==> src/rtl/cal_gyro.sv <==
// Three-axis gyro rate integrator: scales raw MPU rate words and accumulates
// rate*dt into saturating signed 24-bit angle registers.
module cal_gyro #(
    parameter int unsigned dt         = 1,
    parameter int          RATE_SHIFT = 8
) (
    input  logic        clk,
    input  logic        rst_n,
    input  logic        cal_gyro_en,
    input  logic [7:0]  mpu_data_packed_8,
    input  logic [7:0]  mpu_data_packed_9,
    input  logic [7:0]  mpu_data_packed_10,
    input  logic [7:0]  mpu_data_packed_11,
    input  logic [7:0]  mpu_data_packed_12,
    input  logic [7:0]  mpu_data_packed_13,
    output logic [23:0] cur_pitch_gyro,
    output logic [23:0] cur_roll_gyro,
    output logic [23:0] cur_yaw_gyro
);

    localparam int ANGLE_W = 24;
    localparam int RAW_W   = 16;
    localparam int DT_W    = 17;
    // Wide enough for any shift setting: a 16-bit rate times a 17-bit signed dt,
    // plus headroom for adding the 24-bit angle without overflow.
    localparam int INC_W   = RAW_W + DT_W;
    localparam int SUM_W   = INC_W + 2;

    localparam logic signed [DT_W-1:0]  DT_S      = $signed({1'b0, 16'(dt)});
    localparam logic signed [SUM_W-1:0] ANGLE_MAX = SUM_W'(8388607);
    localparam logic signed [SUM_W-1:0] ANGLE_MIN = -SUM_W'(8388608);

    function automatic logic signed [ANGLE_W-1:0] sat24(input logic signed [SUM_W-1:0] s);
        if (s > ANGLE_MAX)
            return 24'sh7FFFFF;
        else if (s < ANGLE_MIN)
            return 24'sh800000;
        else
            return s[ANGLE_W-1:0];
    endfunction

    function automatic logic [ANGLE_W-1:0] next_angle(
        input logic [ANGLE_W-1:0] angle,
        input logic [RAW_W-1:0]   raw
    );
        logic signed [RAW_W-1:0] rate;
        logic signed [INC_W-1:0] inc;
        logic signed [SUM_W-1:0] sum;
        rate = $signed(raw) >>> RATE_SHIFT;
        inc  = INC_W'(rate) * INC_W'(DT_S);
        sum  = SUM_W'($signed(angle)) + SUM_W'(inc);
        return sat24(sum);
    endfunction

    // Single registered stage: sample at the edge, angle visible right after it.
    always_ff @(posedge clk or negedge rst_n) begin
        if (!rst_n) begin
            cur_pitch_gyro <= '0;
            cur_roll_gyro  <= '0;
            cur_yaw_gyro   <= '0;
        end else if (cal_gyro_en) begin
            cur_pitch_gyro <= next_angle(cur_pitch_gyro, {mpu_data_packed_9,  mpu_data_packed_8});
            cur_roll_gyro  <= next_angle(cur_roll_gyro,  {mpu_data_packed_11, mpu_data_packed_10});
            cur_yaw_gyro   <= next_angle(cur_yaw_gyro,   {mpu_data_packed_13, mpu_data_packed_12});
        end
    end

endmodule

==> config.mk <==
export PLATFORM = sky130hd
export DESIGN_NAME = cal_gyro
export DESIGN_NICKNAME = d
export VERILOG_FILES = /design/src/rtl/cal_gyro.sv
export SDC_FILE = /design/constraint.sdc
export NUM_CORES = 1
export LEC_CHECK = 0
export ABC_AREA = 1
export BUFFER_PORTS_ARGS = -buffer_cell sky130_fd_sc_hd__buf_4
export CAP_MARGIN = 40
export CORE_ASPECT_RATIO = 1.4
export CORE_MARGIN = 1
export CORE_UTILIZATION = 61
export CTS_BUF_LIST = sky130_fd_sc_hd__clkbuf_16
export CTS_CLUSTER_DIAMETER = 40
export DETAILED_ROUTE_END_ITERATION = 16
export GPL_ROUTABILITY_DRIVEN = 0
export HOLD_SLACK_MARGIN = 0.02
export PLACE_DENSITY = 0.8
export SETUP_SLACK_MARGIN = 0.15
export SLEW_MARGIN = 20
export SYNTH_ARGS = -nofsm -noshare
export SYNTH_HDL_FRONTEND = slang
export SYNTH_SLANG_ARGS = --single-unit
==> constraint.sdc <==
create_clock -name clk -period 3.64 [get_ports clk]
set_input_delay 0.364 -clock clk [delete_from_list [all_inputs] [get_ports clk]]
set_output_delay 0.364 -clock clk [all_outputs]
set_load 0.02 [all_outputs]
# Yosys cells after proc, flatten, opt, wreduce, memory -nomap -nowiden
# Index checks and enable logic that the tools add are counted.
# classes
n_addsub	3
order_cmp	6
muxes	6
# op_table
operator	count
24-bit two-way mux	6
24-bit by 8-bit adder with 25-bit output	3
25-bit by 24-bit greater-than comparator with 1-bit output (second input constant)	3
25-bit by 24-bit < comparator with 1-bit output (second input constant)	3
# totals
register_bits	72
out_inout_bits	72

# Longest topological paths before layout
# Gate-level depths: netlist of the first run.
# depth
ltp_word	4
mapped_depth	18

# Worst setup path before layout of the first run
# Ideal clock, no wire load.
# synth_path
path_type	reg2reg
from	register cur_yaw_gyro[0]
to	register cur_yaw_gyro[8]
setup_time_ps	117
t_arrival_ps	2246
t_required_ps	3523
path_slack_ps	1277
path_stages_with_launch	18
synth_period_minus_slack_ps	2363
cell_sequence	dfrtp_1 -> ha_1 -> inv_1 -> fa_1 -> nand3b_1 -> nand2_1 -> nand2_1 -> nand2_1 -> nand2_1 -> nand3_1 -> nand2_1 -> nand2_2 -> nand2_4 -> buf_12 -> nand2_2 -> nand2_1 -> nand2_1 -> nand2_1
# synth_between
elab_chain_len	4
# synth_lines
element	line_no	source
start, declared	18	output logic [23:0] cur_yaw_gyro
start signal, assigned	64	cur_yaw_gyro <= next_angle(cur_yaw_gyro, {mpu_data_packed_13, mpu_data_packed_12});
24-bit by 8-bit adder with 25-bit output (*)	51	sum = SUM_W'($signed(angle)) + SUM_W'(inc);
25-bit by 24-bit < comparator with 1-bit output	36	else if (s < ANGLE_MIN)
24-bit two-way mux	36	
24-bit two-way mux (*)	34	if (s > ANGLE_MAX)
# Mark *: on every way between the ends. The rest lies on a longest branch, timed or not.
# A chain may end at the register's enable or synchronous reset.

# Worst setup path after layout of the first run
# layout_path
from	register cur_pitch_gyro[0]
to	register cur_pitch_gyro[19]
# layout_between
elab_chain_len	4
# layout_lines
element	line_no	source
start, declared	16	output logic [23:0] cur_pitch_gyro,
start signal, assigned	62	cur_pitch_gyro <= next_angle(cur_pitch_gyro, {mpu_data_packed_9, mpu_data_packed_8});
24-bit by 8-bit adder with 25-bit output (*)	51	
25-bit by 24-bit < comparator with 1-bit output	36	
24-bit two-way mux	36	
24-bit two-way mux (*)	34	
# Marks and branches as above.

==> impl_metrics.ini, run 1 <==
[pwr]
power.share.switching_pct = 55.5
internal_power_mw = 4.77
p_leak_nw = 5.74
p_comb_share_pct = 76.4
p_seq_share_pct = 15.4
p_switching_mw = 5.95
powerDensity_nw_per_um2 = 1110
fin_total_pwr_mw = 10.7
ir_drop_v = 0.000811
power.clock.fraction_pct = 8.2

[worst_setup_path]
arrival_ns = 3.06
crit_required_ns = 3.92
startpoint_type = flop
crit_family = simple AND/OR/NAND/NOR gates
crit_start = cur_pitch_gyro[0]
critPathMostFrequentCell = nand2_1
worst_setup_path_end_kind = flop
worst-path-buf-inv = 2
path_class = reg -> reg
slowest_delay_ns = 0.56
slowest_stage = nand4_2
crit_chain = ha_1 -> inv_1 -> fa_1 -> inv_1 -> nand2_1 -> nand2_1 -> nand3b_1 -> nand2_1 -> nand2_2 -> nand4_2 -> nand4_2 -> nand2_1 -> nand2_1 -> nand2_1
rr_startpoint = cur_pitch_gyro[0]
cp_max_fo = 23

[global_routing]
gr-usage-all-layers_pct = 32.1
grt.overflow.total = 0
antenna_found_initial = 0
grt_max_degree = 75
grt_pass1_vias = 8281
grt_pass1_wl_mm = 37.0

[routing]
drt_iter0_markers = 347
routedWlPerCell_um = 13.2
via_per_inst = 5.21
ant_nets = 0
via_count = 8823
dr.pass1.iters = 7
drc = 0
drt-total-wl_mm = 22.4

[logic_synthesis]
synthCells = 1422
ys_types = 34
yosysWarnings = 0
syn_avg_cell_area_um2 = 6.04
synth_fp_nets = 1548
ys_seq_area_share_pct = 21.0
syn_area_um2 = 8590
ys_seq_elements = 72

[clocking]
cts_tree = built
cts_made_buffers = 9
clock_latency_ns = 0.35
clock_sinks = 72
cts-root-buf = clkbuf_16
clk_pin_slew_ns = 0.06
cts.path.max_buffers = 2
cts_setup_buffers = 0
htree_levels = 3

[place]
port_buffers = 98
dp_hpwl_mm = 17.1

[finish]
final_common_cell = nand2_1
nNetsFinal = 1635
antennaDiodeCount = 0
synthToLayoutAreaGrowth_pct = 12.5
post-route-util_pct = 71.1
final_cell_mix = nand2_1 (644), inv_1 (173), buf_4 (101), nand2_2 (84), nor2_1 (81)
drive_gt1_share_pct = 15.7

[floorplan]
fp.dieH_um = 142
start_util_pct = 63.2
rows = 50
die_w_um = 102
dieArea_um2 = 14600
pin_count = 123
fp.coreArea_um2 = 13600

[timing]
fin_tns_setup_ns = 0
drv_slew = 0
finalCritPeriodShare_pct = 76.2
fin_skew_ns = 0.0106
fmax_mhz = 361
hold_violations = 0
maxSlewHeadroom_pct = 45.6
period_needed_ns = 2.77
holdWs_ns = 0.427
rsz0062_at_grt = no
worstMarginPinSlew_ns = 0.815
setup_viol = 0

[worst_hold_path]
hold_class = in -> reg
hp-start = mpu_data_packed_13[0]

[run_status]
status = finished clean

[job]
cap_viol_max_count = 0
## state kept, by name, summed over array words and instances (netlist names)
register / flops
cur_yaw_gyro: 24
cur_pitch_gyro: 24
cur_roll_gyro: 24
## cells in the mapped netlist, drive strengths merged
cell / n / share of area, %
a21o: 1 / 0.087
a21oi: 64 / 3.9
a31oi: 2 / 0.15
and2: 4 / 0.29
buf: 19 / 2.3
clkbuf: 8 / 0.35
dfrtp: 72 / 21
fa: 3 / 0.70
ha: 72 / 10
inv: 180 / 7.9
nand2: 732 / 35
nand3: 54 / 3.2
nand3b: 2 / 0.17
nand4: 28 / 2.3
nor2: 98 / 4.9
nor3: 11 / 0.64
nor3b: 1 / 0.087
o21ai: 6 / 0.35
o21bai: 21 / 1.8
or2: 1 / 0.073
xnor2: 16 / 1.6
xor2: 27 / 2.8
## final timing paths
kind | cells after the start | slack, ns | to
worst max-delay path | 14 | 0.87 | cur_pitch_gyro[19]
worst min-delay path | 6 | 0.43 | cur_yaw_gyro[0]
worst max register to register | 14 | 0.87 | cur_pitch_gyro[19]
worst min register to register | 2 | 0.51 | cur_yaw_gyro[18]
max in group asynchronous | 3 | 2.56 | cur_yaw_gyro[21]
min in group asynchronous | 2 | 0.50 | cur_roll_gyro[4]
## logic make-up (layout without fill, tap and decap cells)
family | after synthesis | after routing | synth area share (%)
and+or+nand+nor | 931 | 931 | 46.5
buffers and inverters | 207 | 298 | 10.6
xor gates and xnor gates | 43 | 43 | 4.39
adders and majority gates | 75 | 75 | 11.2
DFF | 72 | 72 | 21.0
AOI/OAI and AO/OA | 94 | 94 | 6.37
## repair_timing
item / CTS / global route
gates resized for setup: 0 / 0
endpoints found under the hold margin: 27 / 0
hold buffers: 1 / 0
## final cells by class
type	instances	area (um2)
multi-input cells	1143	5880
fillers	1247	3920
flip-flops and latches	72	1800
repair buffers	103	796
inverters	180	676
well taps	182	228
clock buffers	9	225
clock inverters	6	52.6
## power groups by stage
| stage | sequential (mW) | combinational (mW) | clock, mW |
|---|---|---|---|
| floorplan | 2.05 | 6.04 | 0 |
| global placement | 1.64 | 7.99 | 0 |
| detailed placement | 1.65 | 8.13 | 0 |
| CTS | 1.64 | 8.19 | 0.894 |
| global route | 1.68 | 9.27 | 0.923 |
| finish | 1.65 | 8.20 | 0.878 |
## routing by layer
metal / vias to the layer above / wire [um] / part of all wire (%) / GRT usage (%)
met5: - / 0 / 0 / 0
met4: 0 / 886 / 4.0 / 15.6
met3: 62 / 810 / 3.6 / 3.88
met2: 210 / 11400 / 51 / 59.1
met1: 3975 / 9210 / 41 / 35.6
li1: 4576 / - / - / -
## worst register-to-register path, cell delays in order (launching register included)
cell and delay [ns]:
dfrtp_1 0.37, ha_1 0.19, inv_1 0.06, fa_1 0.41, inv_1 0.09, nand2_1 0.07, nand2_1 0.06, nand3b_1 0.07
nand2_1 0.17, nand2_2 0.11, nand4_2 0.14, nand4_2 0.56, nand2_1 0.27, nand2_1 0.07, nand2_1 0.08
## metrics by stage
stage / cells / instance area [um2] / setup slack [ns]
detailed placement: 1679 / 9370 / 0.820
CTS: 1695 / 9660 / 0.871
global placement: 1678 / 9340 / 0.864
finish: 1695 / 9660 / 0.868
floorplan: 1422 / 8590 / 1.28
global route: 1695 / 9660 / 0.587
Power figures use the tool's default switching activity.
==> run 2, diff against run 1 <==
CORE_UTILIZATION = 54   (was 61)
PLACE_DENSITY = 0.75   (was 0.8)
clock period = 2.2 ns   (was 3.64 ns; I/O delays follow)
==> impl_metrics.ini, run 2 (synthesis results as in run 1) <==
[routing]
ant_nets = 0
dr.pass1.iters = 6
via_count = 10300
drt_iter0_markers = 614
drt-total-wl_mm = 30.3
drc = 0
routedWlPerCell_um = 15.9
via_per_inst = 5.42

[worst_setup_path]
cp_max_fo = 11
startpoint_type = flop
arrival_ns = 2.60
crit_required_ns = 2.49
path_class = reg -> reg
worst_setup_path_end_kind = flop

[finish]
post-route-util_pct = 82.1
antennaDiodeCount = 0
regArea_um2 = 1810
reg_top3 = cur_pitch_gyro x24, cur_roll_gyro x24, cur_yaw_gyro x24
final_cell_mix = nand2_1 (586), buf_4 (277), inv_1 (169), nand2_2 (116), nor2_1 (70)
final_common_cell = nand2_1
design_area_um2 = 12800
multi_input_area_um2 = 7240
nNetsFinal = 1834
drive_gt1_share_pct = 35.6
nFillCells = 983
synthToLayoutAreaGrowth_pct = 48.6

[global_routing]
grt_pass1_vias = 9811
grt_pass1_wl_mm = 44.1
grt.overflow.total = 0
gr-usage-all-layers_pct = 34.0
antenna_found_initial = 0
grt_max_degree = 74

[pwr]
p_leak_nw = 6.89
power.share.switching_pct = 50.9
ir_drop_v = 0.00146
fin_total_pwr_mw = 25.3
powerDensity_nw_per_um2 = 1980
p_seq_share_pct = 11.2
power.clock.fraction_pct = 6.5
p_comb_share_pct = 82.3
p_switching_mw = 12.9
internal_power_mw = 12.4

[timing]
rsz0062_at_grt = yes
holdWs_ns = 0.285
worstMarginPinSlew_ns = 0.541
finalCritPeriodShare_pct = 105
setup_ws_ns = -0.116
period_needed_ns = 2.32
setup_viol = 68
maxSlewHeadroom_pct = 64.0
hold_violations = 0
fmax_mhz = 432
drv_slew = 0
fin_skew_ns = 0.00872

[floorplan]
fp.coreArea_um2 = 15500
rows = 54
fp.dieH_um = 151
dieArea_um2 = 16400
die_w_um = 109
start_util_pct = 55.2
pin_count = 123

[place]
port_buffers = 98
dpl_worst_slack_ns = -0.178
place_area_um2 = 10800
dp_hpwl_mm = 19.4

[clocking]
cts-root-buf = clkbuf_16
clk_pin_slew_ns = 0.06
clock_sinks = 72
cts_tree = built
cts_made_buffers = 9
clock_latency_ns = 0.36
cts.path.max_buffers = 2
htree_levels = 3

[run_status]
violations = negative setup slack
status = complete, but fails checks

[worst_hold_path]
hold_class = in -> reg

[job]
cap_viol_max_count = 0
-- run 2: final timing paths --
path / from / endpoint / slack [ns] / cells after the start
setup / recovery: cur_yaw_gyro[0] / cur_yaw_gyro[13] / -0.12 / 15
hold / removal: mpu_data_packed_9[0] / cur_pitch_gyro[0] / 0.28 / 6
setup reg to reg: cur_yaw_gyro[0] / cur_yaw_gyro[13] / -0.12 / 15
hold reg to reg: cur_pitch_gyro[2] / cur_pitch_gyro[2] / 0.53 / 2
max in group asynchronous: rst_n / cur_yaw_gyro[0] / 1.20 / 3
min in group asynchronous: rst_n / cur_roll_gyro[2] / 0.39 / 2
-- run 2: area by class of cell --
type                            count  share of cell area [%]
Sequential cell                    72                    14.2
Inverter                          180                    5.30
Multi-Input combinational cell   1146                    56.8
Clock inverter                      7                   0.696
Tap cell                          196                    1.92
Timing Repair Buffer              299                    19.4
Clock buffer                        9                    1.77
-- run 2: what timing repair did --
action,4_1_cts,5_1_grt
pin swaps,20,33
hold buffers,1,0
gates cloned,4,4
gates resized for setup,90,116
buffers inserted,7,7
endpoints found under the hold margin,36,0
endpoints found under the setup margin,69,70
-- run 2: power by group through the flow --
stage	registers [mW]	clock network, mW	logic (mW)
floorplan	3.41	0	10.1
global placement	2.56	0	16.2
detailed placement	2.58	0	16.6
CTS	2.67	1.65	18.3
global route	2.90	1.70	22.6
finish	2.84	1.63	20.8
-- run 2: critical path, cell delays in order (launching register included) --
cell	delay [ns]
dfrtp_2	0.38
ha_4	0.14
inv_2	0.04
fa_2	0.32
nand3b_1	0.22
nand2_2	0.11
nand2_2	0.07
nand2_2	0.10
nand2_2	0.07
nand4_1	0.15
nand2_4	0.10
inv_2	0.15
nand2_4	0.17
nand2_1	0.12
nand2_1	0.06
nand2_1	0.06
-- run 2: through the flow --
| stage | setup TNS [ns] | instances |
|---|---|---|
| 6_report | -2.77 | 1909 |
| 5_1_grt | -9.95 | 1909 |
| 2_1_floorplan | 0 | 1422 |
| 3_5_place_dp | -4.19 | 1869 |
| 3_3_place_gp | -2.22 | 1869 |
| 4_1_cts | -0.0180 | 1897 |
-- run 2: layer usage --
metal / vias to the layer above / track usage, % / routed length (um)
li1: 4995 / - / -
met1: 4712 / 36.8 / 11100
met2: 459 / 61.6 / 15300
met3: 172 / 3.83 / 1630
met4: 0 / 22.5 / 2260
met5: - / 0 / 0
==> run 3, diff against run 2 <==
ABC_AREA = not set   (was 1)
CORE_UTILIZATION = 40   (was 54)
PLACE_DENSITY = 0.59   (was 0.75)
==> impl_metrics.ini, run 3 <==
[run_status]
status = complete, but fails checks
violations = negative setup slack

[logic_synthesis]
yosysMostFrequentCell = nor2_1
synthCells = 845
synth_edf_count = 0
synth_fp_nets = 971
synthArstFlopShare_pct = 100
ys_top_cells_by_count = nor2_1 (102), dfrtp_1 (72), ha_1 (72)
synthTopCellsByArea = dfrtp_1 (25%), ha_1 (13%), nor2_1 (5.4%), o2bb2ai_1 (5.2%), xnor2_1 (5.1%)
synth_top_cell_area_share_pct = 25.3
ys_seq_elements = 72
yosysTopAreaCell = dfrtp_1
syn_area_um2 = 7110
ys.flop_type = dfrtp_1
ys_types = 74
ys_seq_area_share_pct = 25.3
syn_avg_cell_area_um2 = 8.41
yosysWarnings = 0

[timing]
fin_tns_setup_ns = -42.77
period_needed_ns = 2.90
rsz0062_at_grt = yes
fin_skew_ns = 0.0130
finalCritPeriodShare_pct = 132
hold_violations = 0
drv_slew = 0
worstMarginPinSlew_ns = 0.662
setup_ws_ns = -0.703
fmax_mhz = 344
maxSlewHeadroom_pct = 55.8
setup_viol = 72

[worst_hold_path]
hold_class = in -> reg
hp-start = mpu_data_packed_9[0]
min_path_cells = 4

[routing]
via_count = 7836
drt_iter0_markers = 294
drc = 0
dr.pass1.iters = 5
routedWlPerCell_um = 15.9
via_per_inst = 5.35
ant_nets = 0
drt-total-wl_mm = 23.3

[clocking]
clock_latency_ns = 0.34
cts_tree = built
clk_pin_slew_ns = 0.06
clock_sinks = 72
cts.path.max_buffers = 2
cts_made_buffers = 9
cts-root-buf = clkbuf_16
htree_levels = 3

[finish]
antennaDiodeCount = 0
synthToLayoutAreaGrowth_pct = 65.4
design_area_um2 = 11800
final_common_cell = buf_4
post-route-util_pct = 67.6
drive_gt1_share_pct = 49.4
reg_top3 = cur_pitch_gyro x24, cur_roll_gyro x24, cur_yaw_gyro x24
nNetsFinal = 1351
final_cell_mix = buf_4 (373), nor2_1 (85), nand2_1 (61), dfrtp_1 (59), a21oi_1 (56)

[place]
place_area_um2 = 10600
dp_hpwl_mm = 17.9
dpl_worst_slack_ns = -0.788
port_buffers = 98

[worst_setup_path]
cp_max_fo = 7
r2r_cells = 11
rr_startpoint = cur_yaw_gyro[10]
slowest_stage = dfrtp_2
slowest_delay_ns = 0.43
arrival_ns = 3.10
worst-path-buf-inv = 1
worst_setup_path_end_kind = flop
critPathMostFrequentCell = a21o_1
startpoint_type = flop
crit_cells = 11
path_class = reg -> reg
crit_chain = ha_4 -> a21o_1 -> a21o_1 -> or3_1 -> o21a_1 -> o211a_1 -> o21a_2 -> or3_4 -> clkbuf_16 -> o21ai_2 -> o221ai_1
crit_required_ns = 2.40
crit_family = compound AO/OA/AOI/OAI gates
crit_start = cur_yaw_gyro[10]

[global_routing]
grt.overflow.total = 0
grt_pass1_wl_mm = 38.0
antenna_found_initial = 0
gr-usage-all-layers_pct = 25.9
grt_max_degree = 46
grt_pass1_vias = 8209

[pwr]
p_leak_nw = 5.48
powerDensity_nw_per_um2 = 1860
ir_drop_v = 0.00108

[floorplan]
die_w_um = 115
pin_count = 123
fp.dieH_um = 160
dieArea_um2 = 18300
start_util_pct = 40.8
rows = 57
fp.coreArea_um2 = 17400

[job]
cap_viol_max_count = 0
==> run 3: what timing repair did <==
item	in CTS	in global routing
hold buffers	1	0
pin swaps	69	36
gates cloned	2	1
resized for setup	87	41
buffers inserted	12	10
endpoints found under the setup margin	72	72
endpoints found under the hold margin	44	0
==> run 3: routing by layer <==
layer | track usage [%] | vias to the layer above | routed length, um
li1 | - | 3921 | -
met1 | 27.8 | 3733 | 9120
met2 | 50.6 | 144 | 13000
met3 | 3.04 | 38 | 618
met4 | 9.21 | 0 | 539
met5 | 0 | - | 0
==> run 3: kinds of logic after synthesis <==
family          Yosys count  synth area share [%]
flops                    72                  25.3
xor+xnor                 50                  6.16
simple gates            251                  16.4
buf+inv                  70                  4.38
fa+ha+maj                76                  13.7
mux                       7                  1.02
compound gates          319                  33.0
==> run 3: final cells by class <==
type | instances | area [um2]
Clock buffer | 9 | 225
Clock inverter | 7 | 56.3
Fill cell | 1515 | 5650
Sequential cell | 72 | 1820
Multi-Input combinational cell | 703 | 5950
Timing Repair Buffer | 408 | 3290
Tap cell | 236 | 295
Inverter | 31 | 116
==> run 3: power by group <==
group          leakage, nW  internal (mW)  switching [mW]
clock                0.153          0.861           0.603
sequential           0.860           2.05           0.526
combinational         4.47           9.10            8.73
==> run 3: path summary, 6_finish.rpt <==
check                                          to  slack, ns
worst max-delay path              cur_yaw_gyro[4]      -0.70
worst max register to register    cur_yaw_gyro[4]      -0.70
worst min-delay path            cur_pitch_gyro[0]       0.26
max in group asynchronous         cur_yaw_gyro[0]       1.14
worst min register to register  cur_roll_gyro[19]       0.54
min in group asynchronous        cur_roll_gyro[7]       0.44
==> run 3: stage by stage <==
stage / power (mW) / cells / hold WS (ns)
after CTS: 21.1 / 1455 / 0.245
after floorplan: 12.1 / 845 / -0.0756
after global placement: 18.1 / 1424 / 0.290
final: 21.9 / 1466 / 0.258
after global routing: 23.6 / 1466 / 0.263
after detailed placement: 18.3 / 1424 / 0.292
==> run 3: tightest hold or removal path: cells and delay by family <==
kind / cells / cell delay (ns)
and+or+nand+nor: 1 / 0.03
adders and majority gates: 1 / 0.11
AOI/OAI and AO/OA: 1 / 0.10
buffers and inverters: 1 / 0.09
